===== config.mk =====
export PLATFORM = sky130hd
export DESIGN_NAME = mips_reg_dump_flat
export DESIGN_NICKNAME = d
export VERILOG_FILES = /design/src/rtl/mips_reg_dump_if.sv /design/src/rtl/mips_reg_dump.sv /design/src/flat_wrapper.sv
export SDC_FILE = /design/constraint.sdc
export NUM_CORES = 1
export LEC_CHECK = 0
export BUFFER_PORTS_ARGS = -buffer_cell sky130_fd_sc_hd__clkbuf_2
export CORE_ASPECT_RATIO = 0.8
export CORE_MARGIN = 4
export CORE_UTILIZATION = 48
export DETAILED_ROUTE_END_ITERATION = 10
export GPL_TIMING_DRIVEN = 0
export PLACE_DENSITY = 0.71
export SLEW_MARGIN = 10
export SYNTH_ARGS = -nofsm -noshare
export SYNTH_HDL_FRONTEND = slang
export SYNTH_SLANG_ARGS = --single-unit

===== constraint.sdc =====
create_clock -name clk -period 3.3 [get_ports clk]
set_input_delay 0.33 -clock clk [delete_from_list [all_inputs] [get_ports clk]]
set_output_delay 0.33 -clock clk [all_outputs]
set_load 0.01 [all_outputs]

===== src/rtl/mips_reg_dump_if.sv =====
// Register-file debug read port plus the valid/ready dump stream carried by mips_reg_dump.
// master = dump engine, slave = register file / stream consumer side.
interface mips_reg_dump_if;
  logic [4:0]  ra3;
  logic [31:0] rd3;
  logic        dump_valid;
  logic        dump_ready;
  logic [4:0]  dump_idx;
  logic [31:0] dump_data;

  modport master (
    output ra3,
    input  rd3,
    output dump_valid,
    input  dump_ready,
    output dump_idx,
    output dump_data
  );

  modport slave (
    input  ra3,
    output rd3,
    input  dump_valid,
    output dump_ready,
    input  dump_idx,
    input  dump_data
  );
endinterface


===== src/rtl/mips_reg_dump.sv =====
// Runs a program until HALT_PC, drains, then streams all 32 registers out (2 cycles/beat min);
// first beat DRAIN_CYCLES+2 cycles after the halt match; SEND holds its beat until dump_ready.
module mips_reg_dump #(
  parameter logic [31:0] HALT_PC        = 32'h0000_0100,
  parameter int unsigned DRAIN_CYCLES   = 5,
  parameter int unsigned TIMEOUT_CYCLES = 2000
) (
  input  logic               clk,
  input  logic               rst,
  input  logic               start,
  input  logic [31:0]        pc_current,
  mips_reg_dump_if.master    dbg,
  output logic               busy,
  output logic               done,
  output logic               timeout
);

  typedef enum logic [2:0] {
    S_IDLE  = 3'd0,
    S_RUN   = 3'd1,
    S_DRAIN = 3'd2,
    S_ADDR  = 3'd3,
    S_SEND  = 3'd4,
    S_DONE  = 3'd5,
    S_TMO   = 3'd6
  } state_t;

  localparam logic [31:0] TMO_LIMIT  = 32'(TIMEOUT_CYCLES);
  localparam logic [31:0] DRAIN_LAST = (DRAIN_CYCLES == 0) ? 32'd0 : 32'(DRAIN_CYCLES - 1);

  state_t      r_state;
  state_t      w_next;
  logic [31:0] r_cycles;
  logic [31:0] r_wait;
  logic [4:0]  r_idx;
  logic [4:0]  r_ra3;
  logic [4:0]  r_dump_idx;
  logic [31:0] r_dump_data;

  logic [31:0] w_cyc_inc;
  logic        w_xfer;
  logic        w_last;
  logic [4:0]  w_addr_idx;

  assign w_cyc_inc  = r_cycles + 32'd1;
  assign w_xfer     = (r_state == S_SEND) && dbg.dump_ready;
  assign w_last     = (r_idx == 5'd31);
  assign w_addr_idx = (r_state == S_SEND) ? (r_idx + 5'd1) : 5'd0;

  always_ff @(posedge clk or negedge rst) begin
    if (!rst) begin
      r_state <= S_IDLE;
    end else begin
      r_state <= w_next;
    end
  end

  always_comb begin
    w_next = r_state;
    case (r_state)
      S_IDLE, S_DONE, S_TMO: begin
        if (start) w_next = S_RUN;
      end
      S_RUN: begin
        // Halt match is checked first so it wins over a same-cycle timeout.
        if (pc_current == HALT_PC) begin
          w_next = (DRAIN_CYCLES == 0) ? S_ADDR : S_DRAIN;
        end else if (w_cyc_inc >= TMO_LIMIT) begin
          w_next = S_TMO;
        end
      end
      S_DRAIN: begin
        if (r_wait == DRAIN_LAST) w_next = S_ADDR;
      end
      S_ADDR: begin
        w_next = S_SEND;
      end
      S_SEND: begin
        if (w_xfer) w_next = w_last ? S_DONE : S_ADDR;
      end
      default: begin
        w_next = S_IDLE;
      end
    endcase
  end

  always_ff @(posedge clk or negedge rst) begin
    if (!rst) begin
      r_cycles    <= 32'd0;
      r_wait      <= 32'd0;
      r_idx       <= 5'd0;
      r_ra3       <= 5'd0;
      r_dump_idx  <= 5'd0;
      r_dump_data <= 32'd0;
    end else begin
      case (r_state)
        S_IDLE, S_DONE, S_TMO: begin
          if (start) r_cycles <= 32'd0;
        end
        S_RUN: begin
          r_cycles <= w_cyc_inc;
          r_wait   <= 32'd0;
          r_idx    <= 5'd0;
        end
        S_DRAIN: begin
          r_wait <= r_wait + 32'd1;
        end
        S_ADDR: begin
          r_dump_data <= dbg.rd3;
          r_dump_idx  <= r_idx;
        end
        S_SEND: begin
          if (w_xfer && !w_last) r_idx <= r_idx + 5'd1;
        end
        default: begin
        end
      endcase
      // ra3 is registered and only moves when an ADDR cycle is about to start.
      if (w_next == S_ADDR) r_ra3 <= w_addr_idx;
    end
  end

  assign dbg.ra3        = r_ra3;
  assign dbg.dump_valid = (r_state == S_SEND);
  assign dbg.dump_idx   = r_dump_idx;
  assign dbg.dump_data  = r_dump_data;

  assign busy    = (r_state == S_RUN) || (r_state == S_DRAIN) ||
                   (r_state == S_ADDR) || (r_state == S_SEND);
  assign done    = (r_state == S_DONE);
  assign timeout = (r_state == S_TMO);

endmodule


===== src/flat_wrapper.sv =====
// flat-port wrapper written by rule: the top's interface ports become plain ports
module mips_reg_dump_flat 
#(
  parameter logic [31:0] HALT_PC        = 32'h0000_0100,
  parameter int unsigned DRAIN_CYCLES   = 5,
  parameter int unsigned TIMEOUT_CYCLES = 2000
)
  (clk, rst, start, pc_current, busy, done, timeout, dbg_ra3, dbg_rd3, dbg_dump_valid, dbg_dump_ready, dbg_dump_idx, dbg_dump_data);
  mips_reg_dump_if dbg_i ();
  input  logic clk;
  input  logic rst;
  input  logic start;
  input  logic [31:0] pc_current;
  output logic busy;
  output logic done;
  output logic timeout;
  output wire logic [$bits(dbg_i.ra3)-1:0] dbg_ra3;
  input wire logic [$bits(dbg_i.rd3)-1:0] dbg_rd3;
  output wire logic [$bits(dbg_i.dump_valid)-1:0] dbg_dump_valid;
  input wire logic [$bits(dbg_i.dump_ready)-1:0] dbg_dump_ready;
  output wire logic [$bits(dbg_i.dump_idx)-1:0] dbg_dump_idx;
  output wire logic [$bits(dbg_i.dump_data)-1:0] dbg_dump_data;
  assign dbg_ra3 = dbg_i.ra3;
  assign dbg_i.rd3 = dbg_rd3;
  assign dbg_dump_valid = dbg_i.dump_valid;
  assign dbg_i.dump_ready = dbg_dump_ready;
  assign dbg_dump_idx = dbg_i.dump_idx;
  assign dbg_dump_data = dbg_i.dump_data;
  mips_reg_dump #(.HALT_PC(HALT_PC), .DRAIN_CYCLES(DRAIN_CYCLES), .TIMEOUT_CYCLES(TIMEOUT_CYCLES)) u_core (.clk(clk), .rst(rst), .start(start), .pc_current(pc_current), .dbg(dbg_i), .busy(busy), .done(done), .timeout(timeout));
endmodule

==> results by group <==
Outcome
  • Status: complete, no violations

Timing
  • Hold_ws: 0.1422 ns
  • Minimum clock period: 3.199 ns
  • Max Fclk: 312.6 MHz
  • Worst-Margin Slew: 0.9063 ns
  • Final Skew: 0.007459 ns
  • Final setup margin: 0.1006 ns
  • RSZ-0062 raised after global routing: no
  • Max Slew Vio Count: 0
  • Setup-failing EPs final: 0
  • Setup_tns: 0 ns
  • Final Hold Viols: 0
  • Fin crit share: 96.95%
  • Slew Limit Headroom: 39.12%

Drt
  • First-pass DRT Iterations: 6
  • Drt wl/cell: 16.77 um
  • DRC viols: 0
  • Drt first-iter violations: 494
  • Wirelength, routed: 16300 um
  • Vias after detailed routing: 5777
  • ANT nets after route: 0
  • DR vias/cell: 5.943

Synthesis
  • Mapped Area: 6122 sq um
  • Post-Syn Nets: 727
  • Post-synth EDFFs: 0
  • Yosys top cell by area: dfrtp_1
  • Avg Inst Size Synth: 9.361 sq um
  • Cell count after synthesis: 654
  • Main synth FF type: dfrtp_1
  • Yosys cell types: 64
  • Top post-synthesis cells by area: dfrtp_1 47%, mux2_2 7.2%, o21ai_0 6.7%
  • Register area share after synthesis: 46.60%
  • Post-synth top area share: 46.60%
  • Post-synthesis async set-or-reset flop share: 100.0%
  • Seq cells post-synth: 114
  • Yosys Warn Count: 0

Worst setup path
  • Max incr delay on CP: 0.72 ns
  • Worst setup SP type: flop
  • Crit-path max FO: 7
  • CP Buf/Inv Count: 0
  • CP endpoint kind: flop
  • Critical Path, Cell by Cell: ha_1 -> nand4_1 -> nor2_1 -> o2111ai_1 -> o31ai_1 -> o211ai_1 -> nor4_2 -> a31oi_1
  • CP Data Arrival Time: 3.47 ns
  • CP max stage cell: nor2_1
  • Crit path kind: reg -> reg
  • Worst Path Required: 3.57 ns
  • Crit path max-delay family: simple AND/OR/NAND/NOR gates

Final layout
  • Area of the multi-input gates: 3072 sq um
  • Synth-to-layout area growth: 24.08%
  • Most frequent cells in the layout: 114 x dfrtp_1, 112 x clkbuf_2, 82 x o21ai_0, 65 x nand2_1, 56 x nor2_1
  • Register area: 2853 sq um
  • Filler Cells Inserted: 1054
  • Commonest non-fill, non-tap cell in the layout: dfrtp_1
  • Nets@finish: 861
  • Ratio of cells with drive above 1 in the final layout: 25.84%
  • Ant diodes: 0

Place
  • I/O Buffers: 113
  • Dpl ws: 0.1870 ns
  • Hpwl dp: 11430 um
  • Final RePlAce weighted congestion: 0.8956

Clocking
  • CTS Buf Count: 17
  • Clock transition at the registers of the reported paths: 0.06 ns
  • Clock Path Buffers: 2
  • Worst skew pair latency: 0.42 ns
  • Clk sinks: 114
  • CTS tree: done
  • H-tree depth: 4
  • Setup bufs post-CTS: 0
  • Clock Root Buffer: clkbuf_16

Pwr
  • Peak VDD IR: 408.1 uV
  • Leak pwr: 0.003253 uW
  • Gate power share: 18.9%
  • Switch share: 28.88%
  • Clock power frac: 42.9%
  • PwrDens: 615.6 nW/um^2
  • Sw Pwr: 1351 uW
  • Cell internal pwr: 3326 uW
  • Register share of total power: 38.2%

Global routing
  • GRT Total Usage: 22.56%
  • Pin count of the biggest net entering global routing: 86
  • Total grt overflow: 0
  • Initial antenna violation count: 0
  • GR Layer Usage met3: 4.705%
  • First-pass GRT wire length: 26590 um
  • Vias in the first global route: 5426
  • Met2 Track Usage GR: 35.72%
  • GR peak layer: met2
  • Met1 Use GR: 31.21%

Floorplan
  • IO Pins: 114
  • Die Wd: 134.3 um
  • Die Y: 109.0 um
  • Core ar.: 12340 sq um
  • Die ar.: 14640 sq um
  • FP Rows: 36
  • Initial Util: 49.60%

Run
  • Max-Cap Viols: 0

Hold path
  • HP Class: in -> reg
## path summary, 6_finish.rpt
path | slack (ns) | start | cells after the start | to
hold reg to reg | 0.47 | u_core.dbg.ra3[4] | 2 | u_core.dbg.ra3[4]
setup reg to reg | 0.10 | u_core.r_cycles[0] | 8 | u_core.r_state[2]
min in group asynchronous | 0.35 | rst | 2 | u_core.r_cycles[21]
hold / removal | 0.14 | dbg_rd3[24] | 2 | u_core.dbg.dump_data[24]
setup / recovery | 0.10 | u_core.r_cycles[0] | 8 | u_core.r_state[2]
max in group asynchronous | 2.23 | rst | 3 | u_core.r_cycles[1]
## cell families (layout without fill, tap and decap cells)
| kind of cell | after synthesis | after routing | synth area share, % |
|---|---|---|---|
| AO/OA/AOI/OAI | 159 | 159 | 15.84 |
| flip-flops | 114 | 114 | 46.60 |
| AND/OR/NAND/NOR | 273 | 273 | 23.79 |
| adder cells (fa/ha/maj) | 5 | 5 | 1.022 |
| buffers and inverters | 49 | 196 | 3.311 |
| XOR/XNOR | 9 | 9 | 1.287 |
| multiplexers | 45 | 45 | 8.155 |
## synth_stat cells (8+ instances only)
master / number
nor2_1: 56
and3_1: 18
mux2_2: 39
nor3_1: 17
nand2_1: 65
dfrtp_1: 114
o211ai_1: 8
inv_1: 11
nand4_1: 22
nand3_1: 40
a31oi_1: 12
nor4_1: 17
o31ai_1: 18
clkbuf_1: 28
a21oi_1: 11
o21ai_0: 82
## registers in the layout, summed over array words and instances (netlist names)
name	cells
u_core.dbg.ra3	5
u_core.r_cycles	32
u_core.dbg.dump_idx	5
u_core.dbg.dump_data	32
u_core.r_wait	32
u_core.r_state	3
u_core.r_idx	5
## power by group through the flow
| stage | clock network (uW) | registers [uW] | logic (uW) |
|---|---|---|---|
| floorplan | 0 | 1890 | 378 |
| global placement | 0 | 1790 | 856 |
| detailed placement | 0 | 1810 | 884 |
| CTS | 2030 | 1790 | 892 |
| global route | 2100 | 1820 | 972 |
| finish | 2010 | 1790 | 882 |
## stage by stage
step | total power, uW | instance area [sq um] | instances | util, %
final | 4676 | 7596 | 972 | 61.55
after global routing | 4888 | 7596 | 972 | 61.55
after CTS | 4709 | 7591 | 972 | 61.51
after detailed placement | 2690 | 6938 | 939 | 56.21
after global placement | 2643 | 6902 | 938 | 55.92
after floorplan | 2270 | 6122 | 654 | -
## routing by layer
metal	routed length, um	part of all wire (%)
met5	0	0
met2	7559	46
met1	7142	44
met3	1291	7.9
met4	309	1.9
## cell type report
type / instances / share of cell area (%)
repair buffers: 115 / 8.055
clock buffers: 17 / 5.600
plain buffers: 37 / 2.075
well taps: 171 / 2.817
inverters: 12 / 0.5930
flip-flops and latches: 114 / 37.56
multi-input cells: 491 / 40.44
clock inverters: 15 / 2.866
## repair_timing
item                                   in CTS  in global routing
setup endpoints to repair                   0                  3
hold buffers                                1                  0
endpoints found under the hold margin      29                  0
resized for setup                           0                  1
Note: power is estimated with default switching activity, not from simulation.
